<file path="src/rtl/dma_controller_pkg.sv">
// Shared state encoding and transfer constants for dma_controller.
// ALIGN exists only when DMA_ODD_ALIGN_EN is defined.
package dma_states;

    localparam int         DMA_TRANSFER_LEN = 256;
    localparam logic [7:0] DMA_LAST_IDX     = 8'(DMA_TRANSFER_LEN - 1);

    typedef enum logic [2:0] {
        IDLE  = 3'd0,
        HALT  = 3'd1,
`ifdef DMA_ODD_ALIGN_EN
        ALIGN = 3'd2,
`endif
        READ  = 3'd3,
        WRITE = 3'd4,
        DONE  = 3'd5
    } dma_state_t;

    // The CPU keeps its clock enable and the memory bus in these states only.
    function automatic logic cpu_owns_bus(input dma_state_t s);
        return (s == IDLE) || (s == DONE);
    endfunction

endpackage

</file>
<file path="src/rtl/dma_controller_register.sv">
// Generic loadable/incrementable register with asynchronous active-high reset.
module register #(
    parameter int WIDTH = 8
) (
    input  logic             clk_i,
    input  logic             rst_i,
    input  logic             load_i,
    input  logic             inc_i,
    input  logic [WIDTH-1:0] d_i,
    output logic [WIDTH-1:0] q_o
);

    logic [WIDTH-1:0] q_q;

    // Load has priority over increment.
    always_ff @(posedge clk_i or posedge rst_i) begin
        if (rst_i) begin
            q_q <= '0;
        end else if (load_i) begin
            q_q <= d_i;
        end else if (inc_i) begin
            q_q <= q_q + WIDTH'(1);
        end else begin
            q_q <= q_q;
        end
    end

    assign q_o = q_q;

endmodule

</file>
<file path="src/rtl/dma_controller.sv">
// Page-copy DMA: stalls the CPU and copies 256 bytes from {page,idx} to DST_ADDR.
// Optional DMA_ODD_ALIGN_EN adds an ALIGN stall cycle when the parity flop is odd.
module dma_controller
    import dma_states::*;
#(
    parameter logic [15:0] TRIGGER_ADDR = 16'h4014,
    parameter logic [15:0] DST_ADDR     = 16'h2004
) (
    input  logic        clk_in,
    input  logic        reset,
    input  logic [15:0] cpu_address,
    input  logic [7:0]  cpu_data_out,
    input  logic        cpu_read_write,
    output logic        cpu_rdy,
    input  logic [7:0]  mem_data_in,
    output logic [15:0] mem_address,
    output logic [7:0]  mem_data_out,
    output logic        mem_read_write,
    output logic        dma_busy,
    output logic        dma_done
);

    dma_state_t state_q, state_d;
    logic [7:0] idx_q, idx_d;
    logic [7:0] page_s, data_s;
    logic       trigger_s, rst_s;
    logic       cpu_rdy_q, dma_busy_q, dma_done_q;

    assign rst_s     = ~reset;
    assign trigger_s = (state_q == IDLE) && cpu_read_write && (cpu_address == TRIGGER_ADDR);

    register #(.WIDTH(8)) u_page_reg (
        .clk_i (clk_in),
        .rst_i (rst_s),
        .load_i(trigger_s),
        .inc_i (1'b0),
        .d_i   (cpu_data_out),
        .q_o   (page_s)
    );

    register #(.WIDTH(8)) u_data_reg (
        .clk_i (clk_in),
        .rst_i (rst_s),
        .load_i(state_q == READ),
        .inc_i (1'b0),
        .d_i   (mem_data_in),
        .q_o   (data_s)
    );

`ifdef DMA_ODD_ALIGN_EN
    logic parity_q;

    // Free-running cycle parity used to decide whether ALIGN is inserted.
    always_ff @(posedge clk_in or negedge reset) begin
        if (!reset) begin
            parity_q <= 1'b0;
        end else begin
            parity_q <= ~parity_q;
        end
    end
`endif

    // Next-state and index logic.
    always_comb begin
        state_d = state_q;
        idx_d   = idx_q;
        case (state_q)
            IDLE: begin
                if (trigger_s) begin
                    state_d = HALT;
                    idx_d   = 8'h00;
                end else begin
                    state_d = IDLE;
                end
            end
            HALT: begin
`ifdef DMA_ODD_ALIGN_EN
                if (parity_q) begin
                    state_d = ALIGN;
                end else begin
                    state_d = READ;
                end
`else
                state_d = READ;
`endif
            end
`ifdef DMA_ODD_ALIGN_EN
            ALIGN: state_d = READ;
`endif
            READ:  state_d = WRITE;
            WRITE: begin
                idx_d = idx_q + 8'd1;
                if (idx_q == DMA_LAST_IDX) begin
                    state_d = DONE;
                end else begin
                    state_d = READ;
                end
            end
            DONE:    state_d = IDLE;
            default: begin
                state_d = IDLE;
                idx_d   = 8'h00;
            end
        endcase
    end

    // State, index and status outputs, registered from the next state.
    always_ff @(posedge clk_in or negedge reset) begin
        if (!reset) begin
            state_q    <= IDLE;
            idx_q      <= 8'h00;
            cpu_rdy_q  <= 1'b1;
            dma_busy_q <= 1'b0;
            dma_done_q <= 1'b0;
        end else begin
            state_q    <= state_d;
            idx_q      <= idx_d;
            cpu_rdy_q  <= cpu_owns_bus(state_d);
            dma_busy_q <= (state_d != IDLE);
            dma_done_q <= (state_d == DONE);
        end
    end

    // Memory bus mux: CPU passes straight through in IDLE/DONE so the trigger write lands.
    always_comb begin
        mem_address    = cpu_address;
        mem_data_out   = cpu_data_out;
        mem_read_write = cpu_read_write;
        case (state_q)
            IDLE, DONE: begin
                mem_address    = cpu_address;
                mem_data_out   = cpu_data_out;
                mem_read_write = cpu_read_write;
            end
            WRITE: begin
                mem_address    = DST_ADDR;
                mem_data_out   = data_s;
                mem_read_write = 1'b1;
            end
            default: begin
                mem_address    = {page_s, idx_q};
                mem_data_out   = data_s;
                mem_read_write = 1'b0;
            end
        endcase
    end

    assign cpu_rdy  = cpu_rdy_q;
    assign dma_busy = dma_busy_q;
    assign dma_done = dma_done_q;

endmodule

</file>
<file path="config.mk">
export PLATFORM = sky130hd
export DESIGN_NAME = dma_controller
export DESIGN_NICKNAME = d
export VERILOG_FILES = /design/src/rtl/dma_controller_pkg.sv /design/src/rtl/dma_controller_register.sv /design/src/rtl/dma_controller.sv
export SDC_FILE = /design/constraint.sdc
export NUM_CORES = 1
export LEC_CHECK = 0
export BUFFER_PORTS_ARGS = -buffer_cell sky130_fd_sc_hd__buf_2
export CORE_ASPECT_RATIO = 2
export CORE_MARGIN = 5
export CORE_UTILIZATION = 40
export DETAILED_ROUTE_END_ITERATION = 10
export GPL_ROUTABILITY_DRIVEN = 0
export PLACE_DENSITY = 0.66
export SYNTH_ARGS = -nofsm -noshare
export SYNTH_HDL_FRONTEND = slang
export SYNTH_SLANG_ARGS = --single-unit
</file>
<file path="constraint.sdc">
create_clock -name clk_in -period 4.57 [get_ports clk_in]
set_input_delay 0.914 -clock clk_in [delete_from_list [all_inputs] [get_ports clk_in]]
set_output_delay 0.914 -clock clk_in [all_outputs]
set_load 0.03 [all_outputs]
</file>
After elaboration in Yosys (flattened, before gate mapping)

Cells that the tools add are included.

Bitwise logic cells: 1
Add/sub/neg operators: 1
Multiplexer cells: 8
Reductions and logical operators: 9
Equal/unequal tests: 8

Operators by type and width:

| cell                                             | number |
|---|---|
| one-hot mux 16 bit (2 select lines)              | 1 |
| one-hot mux 8 bit (3 select lines)               | 1 |
| == test 16 x 15 -> 1 bit (second input constant) | 1 |
| two-way mux 8 bit                                | 2 |
| one-hot mux 3 bit (4 select lines)               | 1 |
| == test 3 bit (second input constant)            | 3 |
| adder 8 x 1 -> 8 bit (second input constant)     | 1 |
| == test 8 bit (second input constant)            | 1 |
| logical NOT 3 bit                                | 2 |
| == test 3 x 1 -> 1 bit (second input constant)   | 1 |
| == test 3 x 2 -> 1 bit (second input constant)   | 1 |
| two-way mux 3 bit                                | 1 |
| nonzero test 3 bit                               | 1 |
| OR reduction 3 bit                               | 1 |
| logical AND 1 bit                                | 2 |
| != test 2 bit (second input constant)            | 1 |
| one-hot mux 1 bit (2 select lines)               | 1 |
| AND reduction 2 bit                              | 1 |
| OR reduction 2 bit                               | 1 |
| logical OR 1 bit                                 | 1 |
| two-way mux 1 bit                                | 1 |
| inverter 1 bit                                   | 1 |

Input port bits: 35
Bits in registers: 30

Depth between registers and ports, before layout

Depth after elaboration: 7
Gate-level depth with buffers: 6
Depth with buffers taken out: 5

Modules after synthesis

A second synthesis with hierarchy kept.

Cells, all modules: 240
Area, all modules: 2099.5 um2

By module, submodules not included:

| module         | area each (um2) | cells each | instances | sequential area each (um2) |
|---|---|---|---|---|
| dma_controller | 1208.7          | 140        | 1         | 351.6 |
| register       | 445.4           | 50         | 2         | 200.2 |

Worst setup path after synthesis

OpenSTA, ideal clock, no wires.

Path type: register to output
From: reg state_q[0]
To: out mem_read_write
Path slack: 1948 ps
Required time: 3656 ps
Cell stages (with the launch flop): 7
Data arrival time: 1708 ps
Cells stage by stage: dfrtp_1 buf_6 nor2b_1 inv_1 nand2_1 buf_2 o21ai_0

Longest elaborated chain between the ends: 3

RTL lines:

| item                                               | line                  | RTL |
|---|---|---|
| start, declared                                    | dma_controller.sv:23  | `dma_state_t state_q, state_d;` |
| start signal, assigned                             | dma_controller.sv:116 | `state_q <= state_d;` |
| == test 3 bit or logical NOT 3 bit (tied branches) | dma_controller.sv:129 | `case (state_q)` |
| OR reduction 2 bit                                 | dma_controller.sv:129 |  |
| one-hot mux 1 bit (2 select lines) *               | dma_controller.sv:129 |  |
| end, declared                                      | dma_controller.sv:18  | `output logic mem_read_write,` |

Mark *: on every way between the ends. The rest lies on a longest branch, timed or not.

Final worst setup path

From: reg state_q[0]
To: out mem_address[9]

Longest elaborated chain between the ends: 3

RTL lines:

| item                                               | line                  | RTL |
|---|---|---|
| == test 3 bit or logical NOT 3 bit (tied branches) | dma_controller.sv:129 |  |
| OR reduction 2 bit                                 | dma_controller.sv:129 |  |
| one-hot mux 16 bit (2 select lines) *              | dma_controller.sv:129 |  |
| end, declared                                      | dma_controller.sv:16  | `output logic [15:0] mem_address,` |

Marks and branches as above.

==> metrics.cfg <==
[synthesis]
synth-xor-area-share_pct=0
ys_seq_elements=30
async_flop_share_pct=100
synth.area.mux_share_pct=17.1
synth_edf_count=0
syn-num-nets=193
synth_cell_types=42
synthDominantCellAreaShare_pct=41.4
syn_area_sq_um=1750
syn_inst=157
synth_most_common_cell=dfrtp_1
synth_top_family_by_area=compound AO/OA/AOI/OAI gates
ys_warn_count=0
synthTopCellsByArea=dfrtp_1, mux2_2, a22o_1
synth_compound_area_share_pct=19.6
synth_commonest_cells=dfrtp_1, mux2_2, a22o_1, a21oi_1, nand2_1
synthAdderAreaFrac_pct=0.714
synth_top_area_cell=dfrtp_1
synth_flop_cell=dfrtp_1
syn_avg_cell_area_sq_um=11.2
synth-simple-area-share_pct=15.0
ys_seq_area_share_pct=42.9

[layout]
fillers=418
final_cell_count_no_fill=273
nets=254
final_area_sq_um=2170
drive_above_1_share_pct=47.5
antenna_cells=0
syn2layout_area_growth_pct=23.8

[drt]
ant_nets=0
routed_wl_mm=4.46
vias_per_cell=5.36
dr.pass1.iters=4
drcViolationCount=0
vias=1462
drt_iter0_markers=31
routedWlPerCell_um=16.3

[setup_path]
cp_slowest_cell=dfrtp_1
rr_startpoint=state_q[1]$_DFF_PN0_
cp.required_ns=3.66
worstRegToRegCells=4
path_cells=nor2b_1 -> inv_1 -> nand2_1 -> a22o_1 -> buf_2
reg2reg_to=u_page_reg.q_o[3]$_DFFE_PN0P_
cpPeakStageDelay_ns=0.47
end_kind=primary output
cp-start-kind=register
arrival_ns=2.16
critPathKind=register to primary output
crit_buf_inv=2
r2r_setup_slack_ns=2.77
crit_family=simple AND/OR/NAND/NOR gates
path_max_fanout=15

[global_routing]
antenna_found_initial=0
grt_pass1_vias=1618
grt_pass1_wl_mm=7.49
grt_overflow=0
grt_usage_pct=16.1
grt_max_degree=31

[floorplan]
die_w_um=56.8
ios=63
die_h_um=104
rows=34
fp.dieArea_sq_um=5890
coreArea_sq_um=4300
start_util_pct=40.8

[place]
placed_cells=265
placed_area_sq_um=2080
hpwl_mm=3.51
io_buffers=62
place_ws_ns=1.83

[flow_run]
drv_cap=0

[timing]
grt_setup_unrepaired=no
hold_viol_final=0
fin_setup_tns_ns=0
fin_ws_ns=1.50
worstMarginPinSlew_ns=0.688
drv_slew=0
post-route-period-util_pct=67.2
max_freq_ghz=0.325
relSlewSlack_pct=54.1
setup_viol=0
clock_skew_ns=0.00309
period_needed_ns=3.07

[clocking]
cts_tree=done
cts-resized-gates=0
clk_path_buf_depth=2
clk_pin_slew_ns=0.06
root_buffer=clkbuf_8
htree_levels=2
post_cts_buffers=0
cts_hold_buf=0
clock_latency_ns=0.28
cts.sinks=30
cts_inserted_buffers=5

[power]
ir_drop_uv=255
power_density_nw_per_um2=270
p_leak_nw=1.14

[worst_hold_path]
min_to=u_data_reg.q_o[1]$_DFFE_PN0N_
holdPathStages=1
hold_class=register to register
hp-start=u_data_reg.q_o[1]$_DFFE_PN0N_

[run_status]
status=finished, final reports clean

## power by group
part	switching [mW]	total, mW	internal (mW)	leakage (nW)
Combinational	0.0533	0.0881	0.0348	0.726
Sequential	0.00477	0.276	0.271	0.361
Clock	0.0997	0.221	0.121	0.0482
## cell families (layout without fill, tap and decap cells)
kind of cell               Yosys count  after routing
muxes                               24             24
DFF                                 30             30
and+or+nand+nor                     38             38
AOI/OAI and AO/OA                   49             49
adders and majority gates            1              1
buffers and inverters               15             77
## metrics by stage
| step | hold slack [ns] | util [%] | power, mW |
|---|---|---|---|
| 6_report | 0.507 | 50.5 | 0.585 |
| 5_1_grt | 0.536 | 50.5 | 0.612 |
| 4_1_cts | 0.509 | 50.5 | 0.594 |
| 3_5_place_dp | 0.495 | 48.4 | 0.370 |
| 3_3_place_gp | 0.483 | 48.4 | 0.369 |
| 2_1_floorplan | 0.475 | - | 0.331 |
## flip-flops by register name (all words and copies together), names as in the netlist
register and cells:
u_data_reg.q_o 8, dma_busy 1, u_page_reg.q_o 8, idx_q 8, state_q 3, dma_done 1, cpu_rdy 1
## worst max path at each step
stage	from	end	slack (ns)	cells after the start
detailed placement	state_q[0]$_DFF_PN0_	mem_address[9]	1.83	5
global route	state_q[0]$_DFF_PN0_	mem_address[14]	1.36	5
finish	state_q[0]$_DFF_PN0_	mem_address[9]	1.50	5
floorplan	state_q[0]$_DFF_PN0_	mem_read_write	1.95	6
CTS	state_q[0]$_DFF_PN0_	mem_address[9]	1.52	5
global placement	state_q[0]$_DFF_PN0_	mem_address[11]	1.90	5
## cell usage in the layout (no fill, tap or decap), drive strengths merged, types with 6 or more instances in the layout
cell	instances
a22o	14
clkbuf	7
o21ai	7
inv	6
buf	63
a21oi	10
dfrtp	29
nor2	7
nand2	9
mux2	24
## cell type report
class	instances	area, sq um	area share [%]
clock buffer	7	86.3	3.98
clock inverter	1	5.00	0.231
inverter	6	22.5	1.04
multi-input combinational	112	918	42.3
sequential	30	752	34.7
tap	54	67.6	3.11
timing repair buffer	63	318	14.6
## layer usage
layer  global-route usage (%)  part of all wire, %  up-vias
met2                     28.7                   53       54
met4                     7.63                  2.8        0
met1                     17.0                   37      685
met3                     4.11                  7.0       10
met5                        0                    0        -
li1                         -                    -      713
(Power assumes the default switching activity.)
